===== src/rtl/player_pkg.sv =====
// player_pkg: shared types, limits and helpers for the playback sequencer.
//   state_e      : transport state (STOP, PLAY, PAUSE)
//   *_MIN/MAX/RST: saturation limits and reset values for speed, volume, octave
//   sat_step()   : one saturating up/down step of a 3-bit setting
package player_pkg;

  typedef enum logic [1:0] {
    STOP  = 2'd0,
    PLAY  = 2'd1,
    PAUSE = 2'd2
  } state_e;

  localparam logic [2:0] SPEED_MIN = 3'd0;
  localparam logic [2:0] SPEED_MAX = 3'd4;
  localparam logic [2:0] SPEED_RST = 3'd2;
  localparam logic [2:0] VOL_MIN   = 3'd1;
  localparam logic [2:0] VOL_MAX   = 3'd5;
  localparam logic [2:0] VOL_RST   = 3'd3;
  localparam logic [2:0] OCT_MIN   = 3'd1;
  localparam logic [2:0] OCT_MAX   = 3'd3;
  localparam logic [2:0] OCT_RST   = 3'd2;

  // Up and down together cancel; a step past a limit is dropped.
  function automatic logic [2:0] sat_step(input logic [2:0] cur, input logic up,
                                          input logic dn, input logic [2:0] lo,
                                          input logic [2:0] hi);
    logic [2:0] nxt;
    nxt = cur;
    if (up && !dn && (cur != hi)) begin
      nxt = cur + 3'd1;
    end else if (dn && !up && (cur != lo)) begin
      nxt = cur - 3'd1;
    end
    return nxt;
  endfunction

endpackage


===== src/rtl/playback_sequencer_if.sv =====
// playback_sequencer_if: button pulses in, sequencing status out.
//   Pulses : play_1p, stop_1p, speedup_1p, speeddown_1p, volup_1p, voldown_1p,
//            octup_1p, octdown_1p (one-cycle), loop (level)
//   Status : ibeat[11:0], beat_tick, playing, mute, speed, volume, octave
//   master : the button/debounce side; slave : the sequencer.
interface playback_sequencer_if;

  logic        play_1p;
  logic        stop_1p;
  logic        speedup_1p;
  logic        speeddown_1p;
  logic        volup_1p;
  logic        voldown_1p;
  logic        octup_1p;
  logic        octdown_1p;
  logic        loop;
  logic [11:0] ibeat;
  logic        beat_tick;
  logic        playing;
  logic        mute;
  logic [2:0]  speed;
  logic [2:0]  volume;
  logic [2:0]  octave;

  modport master (
    output play_1p, stop_1p, speedup_1p, speeddown_1p,
    output volup_1p, voldown_1p, octup_1p, octdown_1p, loop,
    input  ibeat, beat_tick, playing, mute, speed, volume, octave
  );

  modport slave (
    input  play_1p, stop_1p, speedup_1p, speeddown_1p,
    input  volup_1p, voldown_1p, octup_1p, octdown_1p, loop,
    output ibeat, beat_tick, playing, mute, speed, volume, octave
  );

endinterface


===== src/rtl/playback_sequencer_tempo_divider.sv =====
// tempo_divider: beat-period counter.
//   clk, rst     : clock, synchronous active-high reset
//   i_speed      : tempo level 0..4; period = (BEAT_DIV<<2)>>speed
//   i_run        : count enable (PLAY only)
//   i_clear      : force the count to zero (speed change, stop, start)
//   o_beat_tick  : high in the last cycle of a beat
module tempo_divider #(
  parameter int unsigned BEAT_DIV = 4194304,
  parameter int unsigned DIV_W    = 25
) (
  input  logic       clk,
  input  logic       rst,
  input  logic [2:0] i_speed,
  input  logic       i_run,
  input  logic       i_clear,
  output logic       o_beat_tick
);

  localparam logic [DIV_W-1:0] BasePeriod = DIV_W'(BEAT_DIV) << 2;

  logic [DIV_W-1:0] r_count;
  logic [DIV_W-1:0] w_count_nxt;
  logic [DIV_W-1:0] w_last;
  logic             w_at_last;

  assign w_last    = (BasePeriod >> i_speed) - DIV_W'(1);
  assign w_at_last = (r_count == w_last);

  // A clear on the terminal cycle suppresses the tick so the beat does not advance.
  assign o_beat_tick = i_run && w_at_last && !i_clear;

  always_comb begin
    w_count_nxt = r_count;
    if (i_clear) begin
      w_count_nxt = '0;
    end else if (i_run) begin
      w_count_nxt = w_at_last ? '0 : r_count + DIV_W'(1);
    end
  end

  always_ff @(posedge clk) begin
    if (rst) begin
      r_count <= '0;
    end else begin
      r_count <= w_count_nxt;
    end
  end

endmodule


===== src/rtl/playback_sequencer.sv =====
// playback_sequencer: play/stop/pause FSM, beat index, tempo and level settings.
//   clk, rst : clock, synchronous active-high reset
//   io_bus   : slave side of playback_sequencer_if (button pulses in,
//              ibeat/beat_tick/playing/mute/speed/volume/octave out)
module playback_sequencer
  import player_pkg::*;
#(
  parameter int unsigned LEN      = 64,
  parameter int unsigned BEAT_DIV = 4194304,
  parameter int unsigned DIV_W    = 25
) (
  input  logic                 clk,
  input  logic                 rst,
  playback_sequencer_if.slave  io_bus
);

  localparam logic [11:0] LastBeat = 12'(LEN - 1);

  state_e      r_state;
  state_e      w_state_nxt;
  logic [11:0] r_ibeat;
  logic [11:0] w_ibeat_nxt;
  logic [2:0]  r_speed;
  logic [2:0]  r_volume;
  logic [2:0]  r_octave;
  logic [2:0]  w_speed_nxt;
  logic [2:0]  w_volume_nxt;
  logic [2:0]  w_octave_nxt;
  logic        w_speed_chg;
  logic        w_run;
  logic        w_clear;
  logic        w_tick;

  assign w_speed_nxt  = sat_step(r_speed, io_bus.speedup_1p, io_bus.speeddown_1p,
                                 SPEED_MIN, SPEED_MAX);
  assign w_volume_nxt = sat_step(r_volume, io_bus.volup_1p, io_bus.voldown_1p,
                                 VOL_MIN, VOL_MAX);
  assign w_octave_nxt = sat_step(r_octave, io_bus.octup_1p, io_bus.octdown_1p,
                                 OCT_MIN, OCT_MAX);
  assign w_speed_chg  = (w_speed_nxt != r_speed);

  assign w_run   = (r_state == PLAY);
  // Starting from STOP also clears, though the count is already zero there.
  assign w_clear = w_speed_chg || io_bus.stop_1p ||
                   ((r_state == STOP) && io_bus.play_1p);

  tempo_divider #(
    .BEAT_DIV (BEAT_DIV),
    .DIV_W    (DIV_W)
  ) u_tempo_divider (
    .clk         (clk),
    .rst         (rst),
    .i_speed     (r_speed),
    .i_run       (w_run),
    .i_clear     (w_clear),
    .o_beat_tick (w_tick)
  );

  always_comb begin
    w_state_nxt = r_state;
    w_ibeat_nxt = r_ibeat;
    if (io_bus.stop_1p) begin
      w_state_nxt = STOP;
      w_ibeat_nxt = '0;
    end else begin
      unique case (r_state)
        STOP: begin
          if (io_bus.play_1p) begin
            w_state_nxt = PLAY;
            w_ibeat_nxt = '0;
          end
        end
        PLAY: begin
          if (io_bus.play_1p) begin
            w_state_nxt = PAUSE;
          end
          if (w_tick) begin
            if (r_ibeat == LastBeat) begin
              w_ibeat_nxt = '0;
              // End of song without loop overrides a same-cycle pause.
              if (!io_bus.loop) begin
                w_state_nxt = STOP;
              end
            end else begin
              w_ibeat_nxt = r_ibeat + 12'd1;
            end
          end
        end
        PAUSE: begin
          if (io_bus.play_1p) begin
            w_state_nxt = PLAY;
          end
        end
        default: begin
          w_state_nxt = STOP;
          w_ibeat_nxt = '0;
        end
      endcase
    end
  end

  always_ff @(posedge clk) begin
    if (rst) begin
      r_state  <= STOP;
      r_ibeat  <= '0;
      r_speed  <= SPEED_RST;
      r_volume <= VOL_RST;
      r_octave <= OCT_RST;
    end else begin
      r_state  <= w_state_nxt;
      r_ibeat  <= w_ibeat_nxt;
      r_speed  <= w_speed_nxt;
      r_volume <= w_volume_nxt;
      r_octave <= w_octave_nxt;
    end
  end

  assign io_bus.ibeat     = r_ibeat;
  assign io_bus.beat_tick = w_tick;
  assign io_bus.playing   = (r_state == PLAY);
  assign io_bus.mute      = (r_state != PLAY);
  assign io_bus.speed     = r_speed;
  assign io_bus.volume    = r_volume;
  assign io_bus.octave    = r_octave;

endmodule


===== src/flat_wrapper.sv =====
// flat-port wrapper written by rule: the top's interface ports become plain ports
module playback_sequencer_flat import player_pkg::*;
#(
  parameter int unsigned LEN      = 64,
  parameter int unsigned BEAT_DIV = 4194304,
  parameter int unsigned DIV_W    = 25
)
  (clk, rst, io_bus_play_1p, io_bus_stop_1p, io_bus_speedup_1p, io_bus_speeddown_1p, io_bus_volup_1p, io_bus_voldown_1p, io_bus_octup_1p, io_bus_octdown_1p, io_bus_loop, io_bus_ibeat, io_bus_beat_tick, io_bus_playing, io_bus_mute, io_bus_speed, io_bus_volume, io_bus_octave);
  playback_sequencer_if io_bus_i ();
  input  logic clk;
  input  logic rst;
  input wire logic [$bits(io_bus_i.play_1p)-1:0] io_bus_play_1p;
  input wire logic [$bits(io_bus_i.stop_1p)-1:0] io_bus_stop_1p;
  input wire logic [$bits(io_bus_i.speedup_1p)-1:0] io_bus_speedup_1p;
  input wire logic [$bits(io_bus_i.speeddown_1p)-1:0] io_bus_speeddown_1p;
  input wire logic [$bits(io_bus_i.volup_1p)-1:0] io_bus_volup_1p;
  input wire logic [$bits(io_bus_i.voldown_1p)-1:0] io_bus_voldown_1p;
  input wire logic [$bits(io_bus_i.octup_1p)-1:0] io_bus_octup_1p;
  input wire logic [$bits(io_bus_i.octdown_1p)-1:0] io_bus_octdown_1p;
  input wire logic [$bits(io_bus_i.loop)-1:0] io_bus_loop;
  output wire logic [$bits(io_bus_i.ibeat)-1:0] io_bus_ibeat;
  output wire logic [$bits(io_bus_i.beat_tick)-1:0] io_bus_beat_tick;
  output wire logic [$bits(io_bus_i.playing)-1:0] io_bus_playing;
  output wire logic [$bits(io_bus_i.mute)-1:0] io_bus_mute;
  output wire logic [$bits(io_bus_i.speed)-1:0] io_bus_speed;
  output wire logic [$bits(io_bus_i.volume)-1:0] io_bus_volume;
  output wire logic [$bits(io_bus_i.octave)-1:0] io_bus_octave;
  assign io_bus_i.play_1p = io_bus_play_1p;
  assign io_bus_i.stop_1p = io_bus_stop_1p;
  assign io_bus_i.speedup_1p = io_bus_speedup_1p;
  assign io_bus_i.speeddown_1p = io_bus_speeddown_1p;
  assign io_bus_i.volup_1p = io_bus_volup_1p;
  assign io_bus_i.voldown_1p = io_bus_voldown_1p;
  assign io_bus_i.octup_1p = io_bus_octup_1p;
  assign io_bus_i.octdown_1p = io_bus_octdown_1p;
  assign io_bus_i.loop = io_bus_loop;
  assign io_bus_ibeat = io_bus_i.ibeat;
  assign io_bus_beat_tick = io_bus_i.beat_tick;
  assign io_bus_playing = io_bus_i.playing;
  assign io_bus_mute = io_bus_i.mute;
  assign io_bus_speed = io_bus_i.speed;
  assign io_bus_volume = io_bus_i.volume;
  assign io_bus_octave = io_bus_i.octave;
  playback_sequencer #(.LEN(LEN), .BEAT_DIV(BEAT_DIV), .DIV_W(DIV_W)) u_core (.clk(clk), .rst(rst), .io_bus(io_bus_i));
endmodule

===== config.mk =====
export PLATFORM = sky130hd
export DESIGN_NAME = playback_sequencer_flat
export DESIGN_NICKNAME = d
export VERILOG_FILES = /design/src/rtl/player_pkg.sv /design/src/rtl/playback_sequencer_if.sv /design/src/rtl/playback_sequencer_tempo_divider.sv /design/src/rtl/playback_sequencer.sv /design/src/flat_wrapper.sv
export SDC_FILE = /design/constraint.sdc
export NUM_CORES = 1
export LEC_CHECK = 0
export BUFFER_PORTS_ARGS = -buffer_cell sky130_fd_sc_hd__buf_2
export CAP_MARGIN = 20
export CORE_ASPECT_RATIO = 1.5
export CORE_UTILIZATION = 35
export DETAILED_ROUTE_END_ITERATION = 7
export HOLD_SLACK_MARGIN = 0.15
export SLEW_MARGIN = 15
export SYNTH_ARGS = -nofsm -noshare
export SYNTH_HDL_FRONTEND = slang
export SYNTH_SLANG_ARGS = --single-unit

===== constraint.sdc =====
create_clock -name clk -period 2.95 [get_ports clk]
set_input_delay 0.1475 -clock clk [delete_from_list [all_inputs] [get_ports clk]]
set_output_delay 0.1475 -clock clk [all_outputs]
set_load 0.02 [all_outputs]

==> run_results.csv, run 1 <==
group,metric,value,unit
outcome,status,"finished, final reports clean",
setup_path,cp.required,2.80,ns
sta,setup_tns,0,ns
finish,antennaDiodeCount,0,
setup_path,worstSetupPathType,"flip-flop to output port",
yosys,yosysUniqueCellTypes,53,
yosys,yosysSeqAreaShare,31.6,%
grt,grt_max_degree,23,
yosys,synthArstFlopShare,0,%
grt,grt_use_met2,29.9,%
routing,first_pass_iters,4,
min_path,worstHoldEndpoint,"u_core.io_bus.speed[2]",
yosys,synth_area,3040,um^2
power_and_ir_drop,leakage,1.38,nW
placed_design,dp_cells,506,
sta,hold_slack,0.175,ns
min_path,hp-class,"input port to flip-flop",
yosys,syn_avg_cell_area,8.27,um^2
setup_path,cp_max_fo,8,
clock_network,cts.clk_slew.worst_paths,0.07,ns
yosys,synth_compound_area_share,16.6,%
setup_path,rrSetupSlack,0.22,ns
yosys,synth-edff-count,0,
clock_network,cts_buffers,5,
yosys,synth_mux_area_share,0.987,%
yosys,synth_top_area_share,31.6,%
power_and_ir_drop,p_sw_share,32.6,%
grt,use_met3,2.42,%
routing,routedWlPerCell,13.8,um
sta,drv_slew,0,
sta,setup_violations,0,
setup_path,cp-start-kind,"flip-flop",
setup_path,endpoint_kind,"output port",
floorplanning,die_w,78.1,um
floorplanning,start_util,36.2,%
finish,fin_nets,442,
clock_network,cts_tree,"built",
power_and_ir_drop,clockPowerShare,32.6,%
routing,drc_errors,0,
sta,hold_viol,0,
yosys,synth_common_cells,"nor2_1 (49), dfxtp_1 (48), nand2_1 (29)",
yosys,synth.most_common_cell,"nor2_1",
min_path,hold_start,"rst",
power_and_ir_drop,p_comb_share,28.9,%
setup_path,cp-startpoint,"u_core.io_bus.speed[1]",
grt,grt_overflow,0,
grt,antenna_found_initial,0,
yosys,synth_top_area_cell,"dfxtp_1",
yosys,synthSimpleGateAreaFrac,28.0,%
floorplanning,design.die.area,9080,um^2
floorplanning,coreArea,8410,um^2
sta,max-slew-margin-rel,54.9,%
setup_path,rr_endpoint,"u_core.io_bus.ibeat[10]",
finish,fin_cells,521,
finish,synthToLayoutAreaGrowth,18.8,%
sta,fmax,0.358,GHz
yosys,synth_top_family_by_area,"simple AND/OR/NAND/NOR gates",
placed_design,place_congestion,0.778,
placed_design,pre_cts_slack,0.0947,ns
power_and_ir_drop,cellPowerDensity,501,nW/um^2
sta,finClkSkew,0.0102,ns
finish,fill_cells,882,
setup_path,reg2reg_from,"u_core.io_bus.speed[0]",
sta,worst_slew_pin_slew,0.671,ns
placed_design,hpwl,5160,um
floorplanning,num_rows,41,
clock_network,cts-root-buf,"clkbuf_16",
yosys,synthCells,368,
clock_network,clock_latency,0.29,ns
yosys,synth-adder-area-share,7.40,%
power_and_ir_drop,p_int,1.22,mW
yosys,yosys-top-cells-area,"dfxtp_1 (32%), ha_1 (7.4%), nor2_1 (6.0%)",
power_and_ir_drop,netSwitchingPower,590,uW
yosys,ys.warnings.count,0,
clock_network,htree_levels,2,
sta,fin_crit,2.79,ns
routing,ant_nets,0,
power_and_ir_drop,seqPwrFrac,38.5,%
placed_design,portBuffers,34,
min_path,whs_path_depth,2,
grt,grt_util_met1,18.6,%
floorplanning,io-pin-count,35,
grt,grt_usage,16.0,%
floorplanning,die_h,116,um
yosys,synthXorXnorAreaFrac,10.9,%
setup_path,arrival,2.65,ns
flow_run,drv_cap,0,
sta,worst_slack,0.157,ns
setup_path,reg2reg_depth,12,
routing,dr.first_iter.drc_count,124,
finish,drive_above_1_share,19.1,%
routing,routed_via_density,5.19,
clock_network,cts_sinks,48,
routing,vias,2702,
sta,min_period_over_period,94.7,%
grt,busiest_layer,"met2",
yosys,synth_top_flop_cell,"dfxtp_1",
power_and_ir_drop,ir_drop,0.276,mV
routing,drt_wl_total,7180,um
yosys,synth_seq_cells,48,
grt,grt_pass1_vias,2562,
grt,grt_pass1_wl,11800,um
clock_network,clockBufferDepth,2,
yosys,syn_nets,397,
sequential cells by signal (all words and copies together) (netlist names):
name / cells
u_core.io_bus.octave: 3
u_core.u_tempo_divider.r_count: 25
u_core.io_bus.speed: 3
u_core.io_bus.ibeat: 12
u_core.r_state: 2
u_core.io_bus.volume: 3
cell families (layout without fill, tap and decap cells):
logic type	count (synthesis)	after routing
DFF	48	48
adders and majority gates	18	18
and+or+nand+nor	163	163
muxes	3	3
xor gates and xnor gates	38	38
AOI/OAI and AO/OA	68	69
buffers and inverters	30	75
critical path, cell delays in order (launching register included):
cell and delay [ns]:
dfxtp_1 0.32, buf_4 0.15, inv_1 0.09, ha_1 0.34, buf_4 0.18, nor2b_1 0.05
nor3_1 0.56, o2111ai_1 0.22, nor3_2 0.24, buf_2 0.20
cells in the final DEF, fill, tap and decap left out, types with 2 or more instances in the layout:
master,n
o41a_1,2
a2bb2oi_1,6
mux2i_1,3
buf_4,13
nor3_1,5
or2_2,4
and3_1,4
nand4_1,8
xnor2_1,15
inv_1,17
nand3_1,17
nor2b_1,2
nand3b_1,4
and2_1,6
o2111ai_1,5
clkbuf_16,5
nor3b_1,2
a21oi_1,15
o21ai_0,10
xor2_1,20
xnor2_2,3
a311oi_1,2
dfxtp_1,47
or3b_2,3
nor4b_1,2
nor2_1,49
nand2b_1,7
or3_1,5
nand2_1,28
a21boi_0,6
a21o_1,2
ha_1,17
o211ai_1,5
clkinv_2,2
a211oi_1,4
nor4_1,8
and4_1,3
buf_2,34
per-layer routing:
| layer | vias up | routed length [um] |
|---|---|---|
| li1 | 1391 | - |
| met1 | 1270 | 3180 |
| met2 | 34 | 3770 |
| met3 | 7 | 130 |
| met4 | 0 | 100 |
| met5 | - | 0 |
worst max path at each step:
stage	cells after the start	to	slack [ns]
after floorplan	12	u_core.u_tempo_divider.r_count[12]	0.15
after global placement	10	u_core.io_bus.ibeat[8]	0.14
after CTS	11	u_core.io_bus.ibeat[4]	0.08
after detailed placement	11	u_core.io_bus.ibeat[4]	0.09
final	9	io_bus_beat_tick	0.16
after global routing	9	io_bus_beat_tick	-0.01
timing repair:
action	4_1_cts	5_1_grt
gates resized for setup	0	8
setup endpoints to repair	0	35
hold buffers	1	0
setup buffers	0	5
endpoints found under the hold margin	1	0
power by group through the flow:
stage | logic, mW | clock network, mW | registers, mW
5_1_grt | 0.579 | 0.624 | 0.699
3_3_place_gp | 0.469 | 0 | 0.708
6_report | 0.522 | 0.590 | 0.696
3_5_place_dp | 0.482 | 0 | 0.709
4_1_cts | 0.487 | 0.602 | 0.695
2_1_floorplan | 0.331 | 0 | 0.735
through the flow:
stage | total power, mW | utilization [%] | cell area [um^2]
after floorplan | 1.07 | - | 3040
after global placement | 1.18 | 39.9 | 3360
after detailed placement | 1.19 | 39.9 | 3360
after CTS | 1.78 | 41.8 | 3520
after global routing | 1.90 | 42.9 | 3610
final | 1.81 | 42.9 | 3610
area by class of cell:
| type | instances | area [um^2] | share of cell area (%) |
|---|---|---|---|
| repair buffers | 49 | 298 | 8.24 |
| multi-input cells | 291 | 2000 | 55.4 |
| well taps | 107 | 134 | 3.71 |
| clock inverters | 2 | 10.0 | 0.277 |
| flip-flops and latches | 48 | 962 | 26.6 |
| clock buffers | 6 | 139 | 3.84 |
| inverters | 18 | 67.6 | 1.87 |
No activity file was read; power rests on OpenSTA's default activity.
==> inputs of run 2 (changes only) <==
--- a/config.mk
+++ b/config.mk
@@ -11,7 +11,7 @@
 export CORE_UTILIZATION = 35
 export DETAILED_ROUTE_END_ITERATION = 7
 export HOLD_SLACK_MARGIN = 0.15
-export SLEW_MARGIN = 15
+export SLEW_MARGIN = 20
 export SYNTH_ARGS = -nofsm -noshare
 export SYNTH_HDL_FRONTEND = slang
 export SYNTH_SLANG_ARGS = --single-unit
==> constraint.sdc (replaced) <==
create_clock -name clk -period 3 [get_ports clk]
set_input_delay 0.15 -clock clk [delete_from_list [all_inputs] [get_ports clk]]
set_output_delay 0.15 -clock clk [all_outputs]
set_load 0.02 [all_outputs]
==> run 2 against run 1 <==
Combinational power is 4.2% lower. Clock power shrank 4.2%. Power shrank 3.3%. Highest routed layer unchanged.
==> run_results.csv, run 2 (synthesized netlist as in run 1, its figures left out) <==
group,metric,value,unit
finish,fill_cells,871,
finish,synthToLayoutAreaGrowth,17.9,%
grt,grt_overflow,0,
placed_design,place_congestion,0.780,
grt,grt_usage,15.4,%
floorplanning,io-pin-count,35,
setup_path,cp_cell_sequence,"ha_1, ha_1, buf_4, nor4_2, nor2b_1, nor3_1, o2111ai_1, nor3_2, buf_2",
setup_path,cp-start-kind,"flip-flop",
floorplanning,coreArea,8410,um^2
placed_design,portBuffers,34,
finish,mostFrequentLayoutCells,"nor2_1 (49), dfxtp_1 (48), buf_2 (34), nand2_1 (28), xor2_1 (20)",
power_and_ir_drop,cellPowerDensity,488,nW/um^2
sta,fin_crit,2.81,ns
sta,setup_violations,0,
finish,fin_nets,442,
power_and_ir_drop,seqPwrFrac,39.1,%
clock_network,cts_tree,"built",
setup_path,arrival,2.66,ns
power_and_ir_drop,ir_drop,0.279,mV
setup_path,endpoint_kind,"output port",
finish,fin_cells,521,
setup_path,cp_max_fo,6,
clock_network,cts_buffers,5,
power_and_ir_drop,netSwitchingPower,555,uW
clock_network,clockBufferDepth,2,
sta,min_period_over_period,93.6,%
power_and_ir_drop,p_sw_share,31.7,%
power_and_ir_drop,p_comb_share,28.6,%
finish,largest_reg_flops,25,
finish,regMostFlops,"u_core.u_tempo_divider.r_count",
finish,multiInputGateArea,1980,um^2
flow_run,drv_cap,0,
routing,routedWlPerCell,13.1,um
routing,first_pass_iters,4,
setup_path,critPathSlowestCell,"nor3_1",
sta,hold_viol,0,
sta,max-slew-margin-rel,54.1,%
routing,drc_errors,0,
routing,routed_via_density,5.20,
sta,finClkSkew,0.00606,ns
placed_design,dp_cells,507,
setup_path,slowest_delay,0.58,ns
power_and_ir_drop,clockPowerShare,32.3,%
routing,vias,2710,
clock_network,cts_sinks,48,
clock_network,cts-root-buf,"clkbuf_16",
finish,antennaDiodeCount,0,
routing,dr.first_iter.drc_count,102,
setup_path,worstSetupPathType,"flip-flop to output port",
placed_design,pre_cts_slack,0.146,ns
floorplanning,die_w,78.1,um
setup_path,cp_common_cell,"ha_1",
placed_design,hpwl,5010,um
finish,seq_area,961,um^2
sta,drv_slew,0,
grt,grt_pass1_vias,2545,
sta,worst_slew_pin_slew,0.684,ns
sta,worst_slack,0.191,ns
floorplanning,die_h,116,um
outcome,status,"finished, final reports clean",
routing,ant_nets,0,
sta,hold_slack,0.175,ns
clock_network,clock_latency,0.28,ns
clock_network,htree_levels,2,
floorplanning,num_rows,41,
grt,grt_pass1_wl,11500,um
grt,grt_max_degree,23,
floorplanning,design.die.area,9080,um^2
floorplanning,start_util,36.2,%
clock_network,cts.clk_slew.worst_paths,0.06,ns
setup_path,cp.required,2.85,ns
sta,fmax,0.356,GHz
finish,final_common_cell,"nor2_1",
setup_path,crit_family,"simple AND/OR/NAND/NOR gates",
power_and_ir_drop,leakage,1.36,nW
grt,antenna_found_initial,0,
setup_path,critPathBufInv,2,
power_and_ir_drop,p_int,1.19,mW
routing,drt_wl_total,6820,um
min_path,hp-class,"input port to flip-flop",
finish,drive_above_1_share,18.1,%
[run 2: changes by cell type in the layout (fill, tap and decap cells not counted)]
cell / delta
clkbuf_1: +2
clkinv_2: -2
xnor2_1: +2
xnor2_2: -2
buf_4: +1
dfxtp_1: +1
dfxtp_2: -1
dlygate4sd3_1: -1
ha_1: +1
ha_2: -1
nor4_1: -1
nor4_2: +1
o211ai_2: +1
o211ai_4: -1
[run 2: final timing paths]
path                                                   startpoint                                end  slack [ns]  cells past startpoint
worst min-delay path                               io_bus_play_1p                  u_core.r_state[0]        0.17                      3
worst min register to register  u_core.u_tempo_divider.r_count[1]  u_core.u_tempo_divider.r_count[1]        0.47                      2
worst max register to register             u_core.io_bus.speed[0]             u_core.io_bus.ibeat[0]        0.22                      9
worst max-delay path                       u_core.io_bus.speed[0]                   io_bus_beat_tick        0.19                      9
[run 2: worst reg2reg max path: cells and delay by family, from the launching register on]
kind	cells	cell delay, ns
compound gates	1	0.43
xor+xnor	1	0.23
fa+ha+maj	2	0.45
buf+inv	1	0.16
flops	1	0.35
mux	2	0.39
simple gates	2	0.63
[run 2: per-stage QoR]
step                      cell area [um^2]  util [%]  total power [mW]  TNS, ns
after detailed placement              3370      40.0              1.17        0
after floorplan                       3040         -              1.05        0
after CTS                             3510      41.7              1.74        0
final                                 3590      42.6              1.75        0
after global routing                  3590      42.6              1.85  -0.0165
after global placement                3370      40.0              1.16        0
[run 2: metal layers]
metal	share of wire (%)	track usage (%)	wire, um
met5	0	0	0
met4	1.3	4.32	89
met3	2.2	2.19	148
met2	51	28.1	3500
met1	45	18.7	3080
[run 2: what timing repair did]
action                                  in CTS  in global routing
endpoints found under the setup margin       0                 31
setup buffers                                0                  5
hold buffers                                 0                  0
resized for setup                            0                  4
[run 2: power by group through the flow]
stage	Combinational, mW	Clock [mW]	Sequential (mW)
floorplan	0.325	0	0.723
global placement	0.468	0	0.697
detailed placement	0.473	0	0.698
CTS	0.474	0.579	0.684
global route	0.553	0.607	0.688
finish	0.500	0.565	0.683
[run 2: layout make-up]
cell class	instances	share of cell area [%]
clock buffers	8	4.08
flip-flops and latches	48	26.8
inverters	18	1.88
repair buffers	49	8.23
well taps	107	3.73
multi-input cells	291	55.3
